`config.mk`:
```
export PLATFORM = sky130hd
export DESIGN_NAME = button_conditioner
export DESIGN_NICKNAME = d
export VERILOG_FILES = /design/src/rtl/config_pkg.sv /design/src/rtl/button_channel.sv /design/src/rtl/button_conditioner.sv
export SDC_FILE = /design/constraint.sdc
export NUM_CORES = 1
export LEC_CHECK = 0
export ABC_CLOCK_PERIOD_IN_PS = 8700
export CAP_MARGIN = 20
export CORE_MARGIN = 2
export CORE_UTILIZATION = 58
export CTS_CLUSTER_DIAMETER = 150
export CTS_CLUSTER_SIZE = 30
export DETAILED_ROUTE_END_ITERATION = 7
export PLACE_DENSITY = 0.83
export SETUP_SLACK_MARGIN = 0.2
export SLEW_MARGIN = 25
export SYNTH_ARGS = -nofsm -noshare
export SYNTH_HDL_FRONTEND = slang
export SYNTH_HIERARCHICAL = 1
export SYNTH_SLANG_ARGS = --single-unit
```
`constraint.sdc`:
```
create_clock -name clk_i -period 8.7 [get_ports clk_i]
set_clock_uncertainty 0.15 [all_clocks]
set_input_delay 1.74 -clock clk_i [delete_from_list [all_inputs] [get_ports clk_i]]
set_output_delay 1.74 -clock clk_i [all_outputs]
set_load 0.05 [all_outputs]
```
`src/rtl/config_pkg.sv`:
```
// Shared definitions for the push-button conditioner: channel state encoding,
// default board timing and a small helper used to size the hold counter.
package config_pkg;

   // Debounce/hold state of a single button channel
   typedef enum logic [1:0] {
      RELEASED     = 2'd0,
      PRESS_PEND   = 2'd1,
      PRESSED      = 2'd2,
      RELEASE_PEND = 2'd3
   } btn_state_e;

   // Default timing at 25 MHz: 10 ms debounce, 0.5 s hold, 0.1 s repeat
   localparam int BtnDebounceCycles = 250000;
   localparam int BtnHoldCycles     = 12500000;
   localparam int BtnRepeatCycles   = 2500000;

   // Number of flops in the optional input synchroniser
   localparam int BtnSyncStages = 2;

   // Larger of two integers, used when sizing counters at elaboration time
   function automatic int maxInt(input int a, input int b);
      return (a > b) ? a : b;
   endfunction

endpackage

```
`src/rtl/button_channel.sv`:
```
// One push-button channel: optional two-flop synchroniser, debounce FSM,
// press/release strobes and hold-to-auto-repeat.
// Optional feature macro: BUTTON_SYNC_EN (adds the synchroniser; leave it
// undefined only when btn_i is already synchronous to clk_i).
module button_channel
   import config_pkg::*;
#(
   parameter int DebounceCycles = BtnDebounceCycles,
   parameter int HoldCycles     = BtnHoldCycles,
   parameter int RepeatCycles   = BtnRepeatCycles
) (
   input  logic clk_i,
   input  logic rst_i,
   input  logic btn_i,
   output logic level_o,
   output logic press_o,
   output logic release_o,
   output logic repeat_o
);

   localparam int DebW        = $clog2(DebounceCycles + 1);
   localparam int HoldW       = $clog2(maxInt(HoldCycles, RepeatCycles) + 1);
   localparam int ReloadValue = (HoldCycles > RepeatCycles) ? (HoldCycles - RepeatCycles) : 0;

   localparam logic [DebW-1:0]  DebOne     = DebW'(1);
   localparam logic [DebW:0]    DebLimit   = (DebW + 1)'(DebounceCycles);
   localparam logic [HoldW-1:0] HoldTop    = HoldW'(HoldCycles);
   localparam logic [HoldW-1:0] HoldReload = HoldW'(ReloadValue);

   logic sample;

`ifdef BUTTON_SYNC_EN
   logic [BtnSyncStages-1:0] sync_q;

   // Bring the asynchronous pin into the clock domain through two flops
   always_ff @(posedge clk_i) begin
      if (rst_i) begin
         sync_q <= '0;
      end else begin
         sync_q <= {sync_q[BtnSyncStages-2:0], btn_i};
      end
   end

   assign sample = sync_q[BtnSyncStages-1];
`else
   assign sample = btn_i;
`endif

   btn_state_e       state_q;
   logic [DebW-1:0]  debCnt_q;
   logic [HoldW-1:0] holdCnt_q;
   logic             level_q;
   logic             press_q;
   logic             release_q;
   logic             repeat_q;

   logic [DebW:0]    debNext_d;
   logic [HoldW-1:0] holdNext_d;
   logic             debReach_d;
   logic             debFull_d;
   logic             holdHit_d;

   // debReach_d: this sample completes the required run of stable samples.
   // debFull_d only occurs with a one-sample debounce, where entering the
   // pending state already accepted the change and the pending cycle simply
   // commits it whatever the next sample is.
   assign debNext_d  = {1'b0, debCnt_q} + (DebW + 1)'(1);
   assign debReach_d = (debNext_d >= DebLimit);
   assign debFull_d  = ({1'b0, debCnt_q} >= DebLimit);
   assign holdNext_d = holdCnt_q + HoldW'(1);
   assign holdHit_d  = (holdNext_d == HoldTop);

   // Debounce/repeat state machine with registered level and strobes
   always_ff @(posedge clk_i) begin
      if (rst_i) begin
         state_q   <= RELEASED;
         debCnt_q  <= '0;
         holdCnt_q <= '0;
         level_q   <= 1'b0;
         press_q   <= 1'b0;
         release_q <= 1'b0;
         repeat_q  <= 1'b0;
      end else begin
         press_q   <= 1'b0;
         release_q <= 1'b0;
         repeat_q  <= 1'b0;
         case (state_q)
            RELEASED: begin
               if (sample) begin
                  state_q  <= PRESS_PEND;
                  debCnt_q <= DebOne;
               end
            end
            PRESS_PEND: begin
               if (debFull_d || (sample && debReach_d)) begin
                  state_q   <= PRESSED;
                  debCnt_q  <= '0;
                  holdCnt_q <= '0;
                  level_q   <= 1'b1;
                  press_q   <= 1'b1;
               end else if (!sample) begin
                  state_q  <= RELEASED;
                  debCnt_q <= '0;
               end else begin
                  debCnt_q <= debNext_d[DebW-1:0];
               end
            end
            PRESSED: begin
               if (!sample) begin
                  state_q  <= RELEASE_PEND;
                  debCnt_q <= DebOne;
               end else if (holdHit_d) begin
                  holdCnt_q <= HoldReload;
                  repeat_q  <= 1'b1;
               end else begin
                  holdCnt_q <= holdNext_d;
               end
            end
            RELEASE_PEND: begin
               if (debFull_d || (!sample && debReach_d)) begin
                  state_q   <= RELEASED;
                  debCnt_q  <= '0;
                  holdCnt_q <= '0;
                  level_q   <= 1'b0;
                  release_q <= 1'b1;
               end else if (sample) begin
                  state_q  <= PRESSED;
                  debCnt_q <= '0;
               end else begin
                  debCnt_q <= debNext_d[DebW-1:0];
               end
            end
            default: begin
               state_q  <= RELEASED;
               debCnt_q <= '0;
            end
         endcase
      end
   end

   assign level_o   = level_q;
   assign press_o   = press_q;
   assign release_o = release_q;
   assign repeat_o  = repeat_q;

endmodule

```
`src/rtl/button_conditioner.sv`:
```
// Multi-channel push-button conditioner: one independent button_channel per
// front-panel button, all sharing the system clock and reset.
// Optional feature macro: BUTTON_SYNC_EN (per-channel two-flop synchroniser).
module button_conditioner
   import config_pkg::*;
#(
   parameter int NumChannels    = 2,
   parameter int DebounceCycles = BtnDebounceCycles,
   parameter int HoldCycles     = BtnHoldCycles,
   parameter int RepeatCycles   = BtnRepeatCycles
) (
   input  logic                   clk_i,
   input  logic                   rst_i,
   input  logic [NumChannels-1:0] btn_i,
   output logic [NumChannels-1:0] level_o,
   output logic [NumChannels-1:0] press_o,
   output logic [NumChannels-1:0] release_o,
   output logic [NumChannels-1:0] repeat_o
);

   // Channels never interact, so each bit gets its own conditioner
   for (genvar ch = 0; ch < NumChannels; ch++) begin : gChannel
      button_channel #(
         .DebounceCycles(DebounceCycles),
         .HoldCycles    (HoldCycles),
         .RepeatCycles  (RepeatCycles)
      ) uChannel (
         .clk_i    (clk_i),
         .rst_i    (rst_i),
         .btn_i    (btn_i[ch]),
         .level_o  (level_o[ch]),
         .press_o  (press_o[ch]),
         .release_o(release_o[ch]),
         .repeat_o (repeat_o[ch])
      );
   end

endmodule

```
======== Word-level counts from Yosys, hierarchy flattened ========
Index checks and enable logic that the tools add are counted.
operators by class
  add/subtract/negate cells ............... 4
  $mul .................................... 0
  divide/modulo/power cells ............... 0
  $lt $le $gt $ge ......................... 4
  equal/unequal tests ..................... 22
  shift operators ......................... 0
  muxes and demuxes ....................... 50
  bitwise operators ....................... 8
  reduce and logical (&&, ||, !) cells .... 30
operator list
  operator                 count
  $mux W18                 12
  $mux W24                 8
  $pmux W18 S4             2
  $pmux W24 S3             2
  $add A24 B1 Y24 const B  2
  $eq A24 B24 Y1 const B   2
  $add A18 B1 Y19 const B  2
  $ge A19 B18 Y1 const B   2
  $ge A18 B18 Y1 const B   2
  $mux W2                  12
  $pmux W2 S4              2
  $reduce_and A4 Y1        4
  $ne A2 B2 Y1 const B     6
  $ne A3 B2 Y1 const B     4
  $mux W1                  10
  $eq A2 B2 Y1 const B     4
  $ne A2 B1 Y1 const B     4
  $not A1 Y1               8
  $reduce_or A2 Y1         4
  $reduce_and A3 Y1        2
  $reduce_bool A3 Y1       2
  $reduce_or A3 Y1         2
  $eq A2 B1 Y1 const B     2
  $logic_and A1 B1 Y1      4
  6 further kinds          14
word-level totals
  flip-flop bits (word level) ............. 96
  bits in latches ......................... 0
  RAM bits ................................ 0
  ROM bits ................................ 0
  logic and storage cells ................. 132
  memories ................................ 0

======== Longest topological paths before layout ========
Gate-level depths: netlist (run 1).
  word-level depth ........................ 6
  gate-level depth with buffers ........... 12
  depth with buffers taken out ............ 10

======== Hierarchy ========
The synthesis (run 1) kept the hierarchy.
modules (own cells, without submodules)
  module                                  instances  cells each  area an instance (sq um)  sequential area each (sq um)
  button_channel at gChannel[1].uChannel  1          398         3148.0                    960.9
  button_channel at gChannel[0].uChannel  1          396         3051.7                    960.9

======== Worst setup path before layout (run 1) ========
Ideal clock, no wire load.
  path type ............................... input port to flip-flop
  start ................................... in btn_i[0]
  end ..................................... reg gChannel[0].uChannel.debCnt_q[6]
  setup time .............................. 0.069 ns
  arrival ................................. 3.429 ns
  data required time ...................... 8.481 ns
  path slack .............................. 5.052 ns
  stages on the path ...................... 6
  buffers on the path ..................... 1
  path through ............................ xor2_1 nand3b_1 or3_4 buf_6 or3_1 o21ai_1
between the ends
  cells in the longest elaborated chain, start to end .. 5
  elaborated cells on any way between the ends .. 13
  classes of those cells .................. eq/ne (2); mux (5); reduce/logical (6)
RTL lines
  item                    line                      text
  start: declaration      button_conditioner.sv:14  input logic [NumChannels-1:0] btn_i,
  $logic_not A1 Y1        --
  $logic_and A1 B1 Y1     button_channel.sv:120     if (debFull_d || (!sample && debReach_d)) begin
  $logic_or A1 B1 Y1      button_channel.sv:120
  $mux W18                button_channel.sv:120
  $pmux W18 S4            button_channel.sv:87      case (state_q)
  end signal: assignment  button_channel.sv:91      debCnt_q <= DebOne;
  end signal: assignment  button_channel.sv:105     debCnt_q <= debNext_d[DebW-1:0];
  end signal: assignment  button_channel.sv:130     debCnt_q <= debNext_d[DebW-1:0];
  end: declaration        button_channel.sv:50      logic [DebW-1:0] debCnt_q;
Parallel ways exist; a longest one is shown, timed or not.
A chain may end at the register's enable or synchronous reset.

======== Final worst setup path (run 1) ========
  start ................................... in btn_i[0]
  end ..................................... reg gChannel[0].uChannel.debCnt_q[15]
Same word-level chain as after synthesis.

==> results.ini, run 1 <==
[cts]
post_cts_resized=0
clock_latency_ns=0.39
cts_sinks=96
htree_levels=3
root_buffer=clkbuf_8
cts_tree=done
clk_path_buf_depth=2
post_cts_buffers=0
cts_hold_buf=0
clkTransAtPathRegs_ns=0.10
cts_buffers=9

[drt]
vias=5962
drt-total-wl_mm=15.2
viasPerCell=6.57
routedWlPerCell_um=16.7
initialDrtViolationCount=465
drc_errors=0
firstDrtPassIters=5
ant_nets=0

[timing]
hold_viol_final=0
worst_pin_slew_ns=1.02
finalCritPeriodShare_pct=48.9
worst_slew_margin_rel_pct=31.6
rsz0062_at_grt=no
max_freq_ghz=0.235
hold_ws_ns=0.322
finalSetupViolations=0
slew_violations=0
tns_ns=0
period_needed_ns=4.25

[grt]
grt_use_met3_pct=3.75
globalRoute.busiestLayer=met2
antenna_found_initial=0
grtUsageMet1_pct=38.0
grt_start_max_net_pins=49
grt_use_met2_pct=41.9
grt_pass1_wl_mm=25.6
grt_pass1_vias=5357
track_usage_pct=26.9
overflow=0

[logic_synthesis]
synth_simple_gate_area_share_pct=31.4
synth_fa_ha_area_share_pct=1.21
syn_nets=804
synth_seq_area_share_pct=31.0
syn_inst=794
synth_compound_area_share_pct=24.4
yosysWarnings=6
synth_ff_type=dfxtp_1
ys_top_cells_by_area=dfxtp_1 (31%), nand2_1 (4.5%), nand3_1 (4.2%)
yosys.area.top_type_share_pct=31.0
synthXorXnorAreaFrac_pct=3.67
synth-async-reset-ratio_pct=0
netlist_area_mm2=0.00620
synth_edf_count=0
synth_cell_types=94
yosysTopAreaCell=dfxtp_1
muxShareOfSynthArea_pct=1.80
avgSynthCellArea_um2=7.81
synth.ff_latch_count=96
synth_top_family_by_area=simple AND/OR/NAND/NOR gates

[critical_path]
worstSetupPathType=in -> reg
cp_max_fo=13
arrival_ns=4.42
crit_path_start_kind=input port
cp.required_ns=8.86
rrSetupSlack_ns=4.99
endpoint_kind=register

[finish]
n_antenna_cell=0
mostFrequentLayoutCell=dfxtp_1
area_delta_synth_final_pct=4.34
nets=777
final_layout_size_suffix_gt1_share_pct=8.03
layout_common_cells=dfxtp_1 (96), nand2_1 (75), nor2_1 (56)

[floorplanning]
ios=12
die_h_um=107
rows=37
core_area_mm2=0.0104
dieWidth_um=107
start_util_pct=59.8
die_area_mm2=0.0115

[flow_run]
cap_viol_max_count=0

[place]
port_buffers=11
hpwl_mm=10.5
place_congestion=0.935

[power_and_ir_drop]
p_leak_nw=1.99
peakVddDrop_uv=91.4
p_per_area_mw_per_mm2=129

[status]
outcome=finished clean

[min_path]
hold_class=reg -> reg

## synth_stat cells, types with 8 or more instances
master and instances:
xor2_1 13, xnor2_1 13, a21o_1 11, o22ai_1 9
nor4_1 14, dfxtp_1 96, nand4_1 24, a311oi_1 10
or3_1 19, a21oi_1 35, buf_2 19, mux2i_1 10
nand2_1 75, inv_1 35, and4_1 8, nand3_1 52
and3_1 17, nor2_1 56, a31oi_1 11, o211ai_1 12
a41oi_1 9, and2_1 9, o21ai_0 41, clkbuf_1 23
nor3_1 29
## area by class of cell
cell class              instances  area [um^2]
clock buffers                  10          138
clock inverters                 6         91.3
fillers                       930         3900
inverters                      37          139
multi-input cells             609         3880
flip-flops and latches         96         1920
well taps                     136          170
repair buffers                 14          128
## cell families (layout without fill, tap and decap cells)
kind of cell,Yosys count,after routing
simple gates,355,355
fa+ha+maj,6,6
compound gates,211,211
xor+xnor,26,26
mux,11,11
flops,96,96
buf+inv,89,67
## worst max-delay path, cell delays in order
cell and delay (ns):
clkdlybuf4s50_1 0.59, xor2_1 0.71, nand3b_1 0.34, nor3_2 0.69, a21oi_1 0.17, mux2i_1 0.18
## metrics by stage
| step | utilization, % | power (mW) | area [um^2] | worst slack (ns) | instances |
|---|---|---|---|---|---|
| final | 62.4 | 0.833 | 6470 | 4.45 | 908 |
| after global routing | 62.4 | 0.862 | 6470 | 4.12 | 908 |
| after CTS | 62.3 | 0.840 | 6460 | 4.55 | 908 |
| after detailed placement | 60.1 | 0.502 | 6230 | 4.11 | 892 |
| after global placement | 60.1 | 0.501 | 6230 | 4.33 | 892 |
| after floorplan | - | 0.491 | 6200 | 5.05 | 794 |
## routing by layer
layer | routed length [um] | share of wire (%) | up-vias
li1 | - | - | 2918
met1 | 6900 | 46 | 2804
met2 | 6970 | 46 | 212
met3 | 986 | 6.5 | 28
met4 | 295 | 1.9 | 0
met5 | 0 | 0 | -
## registers in the layout, summed over array words and instances, names as in the netlist
signal	count
gChannel.uChannel/holdCnt_q	48
gChannel.uChannel/release_o	2
gChannel.uChannel/level_o	2
gChannel.uChannel/repeat_o	2
gChannel.uChannel/debCnt_q	36
gChannel.uChannel/state_q	4
gChannel.uChannel/press_o	2
## report_power, final
part	switching, mW	total [mW]	internal [mW]
clock	0.170	0.341	0.171
combinational	0.0305	0.0447	0.0142
sequential	0.00603	0.448	0.442
total	0.206	0.833	0.627
## path summary, 6_finish.rpt
check / depth (start not counted) / to / start
worst max register to register: 9 / gChannel[0].uChannel/holdCnt_q[21] / gChannel[0].uChannel/holdCnt_q[0]
worst min register to register: 2 / gChannel[0].uChannel/level_o / gChannel[0].uChannel/level_o
worst min-delay path: 2 / gChannel[0].uChannel/level_o / gChannel[0].uChannel/level_o
worst max-delay path: 6 / gChannel[0].uChannel/debCnt_q[15] / btn_i[0]
Power figures use the tool's default switching activity.
==> run 2: changes to the inputs <==
--- a/config.mk
+++ b/config.mk
@@ -5,7 +5,7 @@
 export SDC_FILE = /design/constraint.sdc
 export NUM_CORES = 1
 export LEC_CHECK = 0
-export ABC_CLOCK_PERIOD_IN_PS = 8700
+export ABC_CLOCK_PERIOD_IN_PS = 4140
 export CAP_MARGIN = 20
 export CORE_MARGIN = 2
 export CORE_UTILIZATION = 58
==> constraint.sdc (replaced) <==
create_clock -name clk_i -period 4.14 [get_ports clk_i]
set_clock_uncertainty 0.15 [all_clocks]
set_input_delay 0.828 -clock clk_i [delete_from_list [all_inputs] [get_ports clk_i]]
set_output_delay 0.828 -clock clk_i [all_outputs]
set_load 0.05 [all_outputs]
==> results.ini, run 2 (synthesis results as in run 1) <==
[status]
outcome=finished clean

[min_path]
hold_class=reg -> reg
min_from=gChannel[1].uChannel/debCnt_q[17]
hold_end=gChannel[1].uChannel/debCnt_q[17]
hold_depth=2  ; unchanged

[cts]
clk_path_buf_depth=2  ; unchanged
cts_tree=done
post_cts_resized=0  ; unchanged
cts_sinks=96  ; unchanged
htree_levels=3  ; unchanged
cts_buffers=9  ; unchanged
cts_hold_buf=0  ; unchanged
root_buffer=clkbuf_8
clkTransAtPathRegs_ns=0.09  ; about the same
clock_latency_ns=0.37  ; -0.02 ns
post_cts_buffers=0  ; unchanged

[flow_run]
cap_viol_max_count=0  ; unchanged

[timing]
layout_setup_ws_ns=0.831  ; -3.62 ns
rsz0062_at_grt=no
finalSetupViolations=0  ; unchanged
period_needed_ns=3.31
slew_violations=0  ; unchanged
worst_slew_margin_rel_pct=37.4  ; +5.8 points
finalCritPeriodShare_pct=79.9
worst_pin_slew_ns=0.934  ; -0.0861 ns
hold_viol_final=0  ; unchanged
tns_ns=0  ; unchanged
max_freq_ghz=0.302
hold_ws_ns=0.342  ; +0.0198 ns

[critical_path]
rrSetupSlack_ns=0.83  ; -4.16 ns
crit_buf_inv=1  ; unchanged
ff2ff_path_depth=10  ; +1
crit_start=gChannel[0].uChannel/holdCnt_q[0]
cp_max_fo=11  ; -2
endpoint_kind=register
r2r-start=gChannel[0].uChannel/holdCnt_q[0]
slowest_delay_ns=0.53  ; -0.18 ns
critical_path.cell_chain=ha_1 -> nand4_1 -> buf_4 -> nor4_1 -> and3_1 -> a31o_2 -> nand4_2 -> and2_0 -> and3_1 -> a221o_1
slowest_stage=nor4_1
r2r-end=gChannel[0].uChannel/holdCnt_q[21]
cp.required_ns=4.25  ; -4.61 ns
crit_top_cell=and3_1
worstSetupPathType=reg -> reg
crit_family=simple AND/OR/NAND/NOR gates
crit_path_start_kind=register
arrival_ns=3.42  ; -1.00 ns

[finish]
layout_common_cells=dfxtp_1 (96), nand2_1 (75), nor2_1 (56)
seqCellArea_mm2=0.00192  ; unchanged
largest_register=gChannel.uChannel/holdCnt_q
fillers=909  ; -2.3%
largest_register_ffs=48  ; unchanged
multiInputGateArea_mm2=0.00388  ; -0.13%
nets=784  ; +0.90%
final_layout_size_suffix_gt1_share_pct=8.61  ; +0.58 points
mostFrequentLayoutCell=dfxtp_1
area_delta_synth_final_pct=4.18
n_antenna_cell=0  ; unchanged
reg_top3=gChannel.uChannel/holdCnt_q x48, gChannel.uChannel/debCnt_q x36, gChannel.uChannel/state_q x4

[power_and_ir_drop]
peakVddDrop_uv=129  ; +41%
p_per_area_mw_per_mm2=248  ; +93%
p_leak_nw=2.01  ; +1.2%

[drt]
initialDrtViolationCount=617  ; +33%
ant_nets=0  ; unchanged
routedWlPerCell_um=16.6  ; -0.40%
vias=6003  ; +0.69%
viasPerCell=6.57  ; about the same
firstDrtPassIters=5  ; unchanged
drt-total-wl_mm=15.2  ; +0.26%
drc_errors=0  ; unchanged

[grt]
track_usage_pct=27.2  ; +0.23 points
grt_start_max_net_pins=48  ; -2.0%
overflow=0  ; unchanged
grt_pass1_wl_mm=25.8  ; +0.81%
grt_use_met2_pct=42.1  ; +0.27 points
grt_use_met3_pct=4.48  ; +0.73 points
antenna_found_initial=0  ; unchanged
grt_pass1_vias=5385  ; +0.52%
grtUsageMet1_pct=38.1  ; +0.13 points
globalRoute.busiestLayer=met2

[floorplanning]
start_util_pct=59.8  ; unchanged
ios=12  ; unchanged
core_area_mm2=0.0104  ; unchanged
die_h_um=107  ; unchanged
die_area_mm2=0.0115  ; unchanged
dieWidth_um=107  ; unchanged
rows=37  ; unchanged

[place]
port_buffers=11  ; unchanged
hpwl_mm=10.6  ; +0.89%
pre_cts_slack_ns=0.879  ; -3.23 ns
place_congestion=0.948  ; +1.4%

-- run 2: worst register-to-register path, cell delays in order, from the launching register on --
cell and delay (ns):
dfxtp_1 0.41, ha_1 0.27, nand4_1 0.12, buf_4 0.19, nor4_1 0.53, and3_1 0.35
a31o_2 0.20, nand4_2 0.17, and2_0 0.32, and3_1 0.24, a221o_1 0.25
-- run 2: how the worst max path moves through the flow --
stage | depth (start not counted) | slack [ns] | to
global placement | 8 | 0.98 | gChannel[1].uChannel/holdCnt_q[17]
floorplan | 12 | 1.32 | gChannel[0].uChannel/holdCnt_q[21]
global route | 10 | 0.60 | gChannel[0].uChannel/holdCnt_q[23]
CTS | 10 | 0.89 | gChannel[0].uChannel/holdCnt_q[21]
detailed placement | 7 | 0.88 | gChannel[0].uChannel/debCnt_q[12]
finish | 10 | 0.83 | gChannel[0].uChannel/holdCnt_q[21]
-- run 2: power by group --
group	switching, mW	internal [mW]	total (mW)	leakage (nW)
clock	0.321	0.244	0.565	0.0947
sequential	0.0127	0.929	0.942	0.774
combinational	0.0653	0.0325	0.0978	1.14
total	0.399	1.21	1.60	2.01
-- run 2: layer usage --
layer,vias up,wire (um)
met4,0,291
met1,2776,6850
met3,30,1050
met2,264,7010
li1,2933,-
met5,-,0
-- run 2: cell type report --
type / instances / share of cell area [%]
Sequential cell: 96 / 29.8
Multi-Input combinational cell: 609 / 60.0
Clock inverter: 4 / 0.310
Clock buffer: 11 / 2.34
Tap cell: 136 / 2.63
Inverter: 37 / 2.15
Timing Repair Buffer: 21 / 2.79
-- run 2: per-stage QoR --
step	power [mW]	cell area [um^2]	std cells	util (%)
final	1.60	6460	914	62.3
after global routing	1.67	6460	914	62.3
after CTS	1.62	6460	914	62.3
after detailed placement	1.06	6290	899	60.6
after global placement	1.06	6290	899	60.6
after floorplan	1.03	6200	794	-
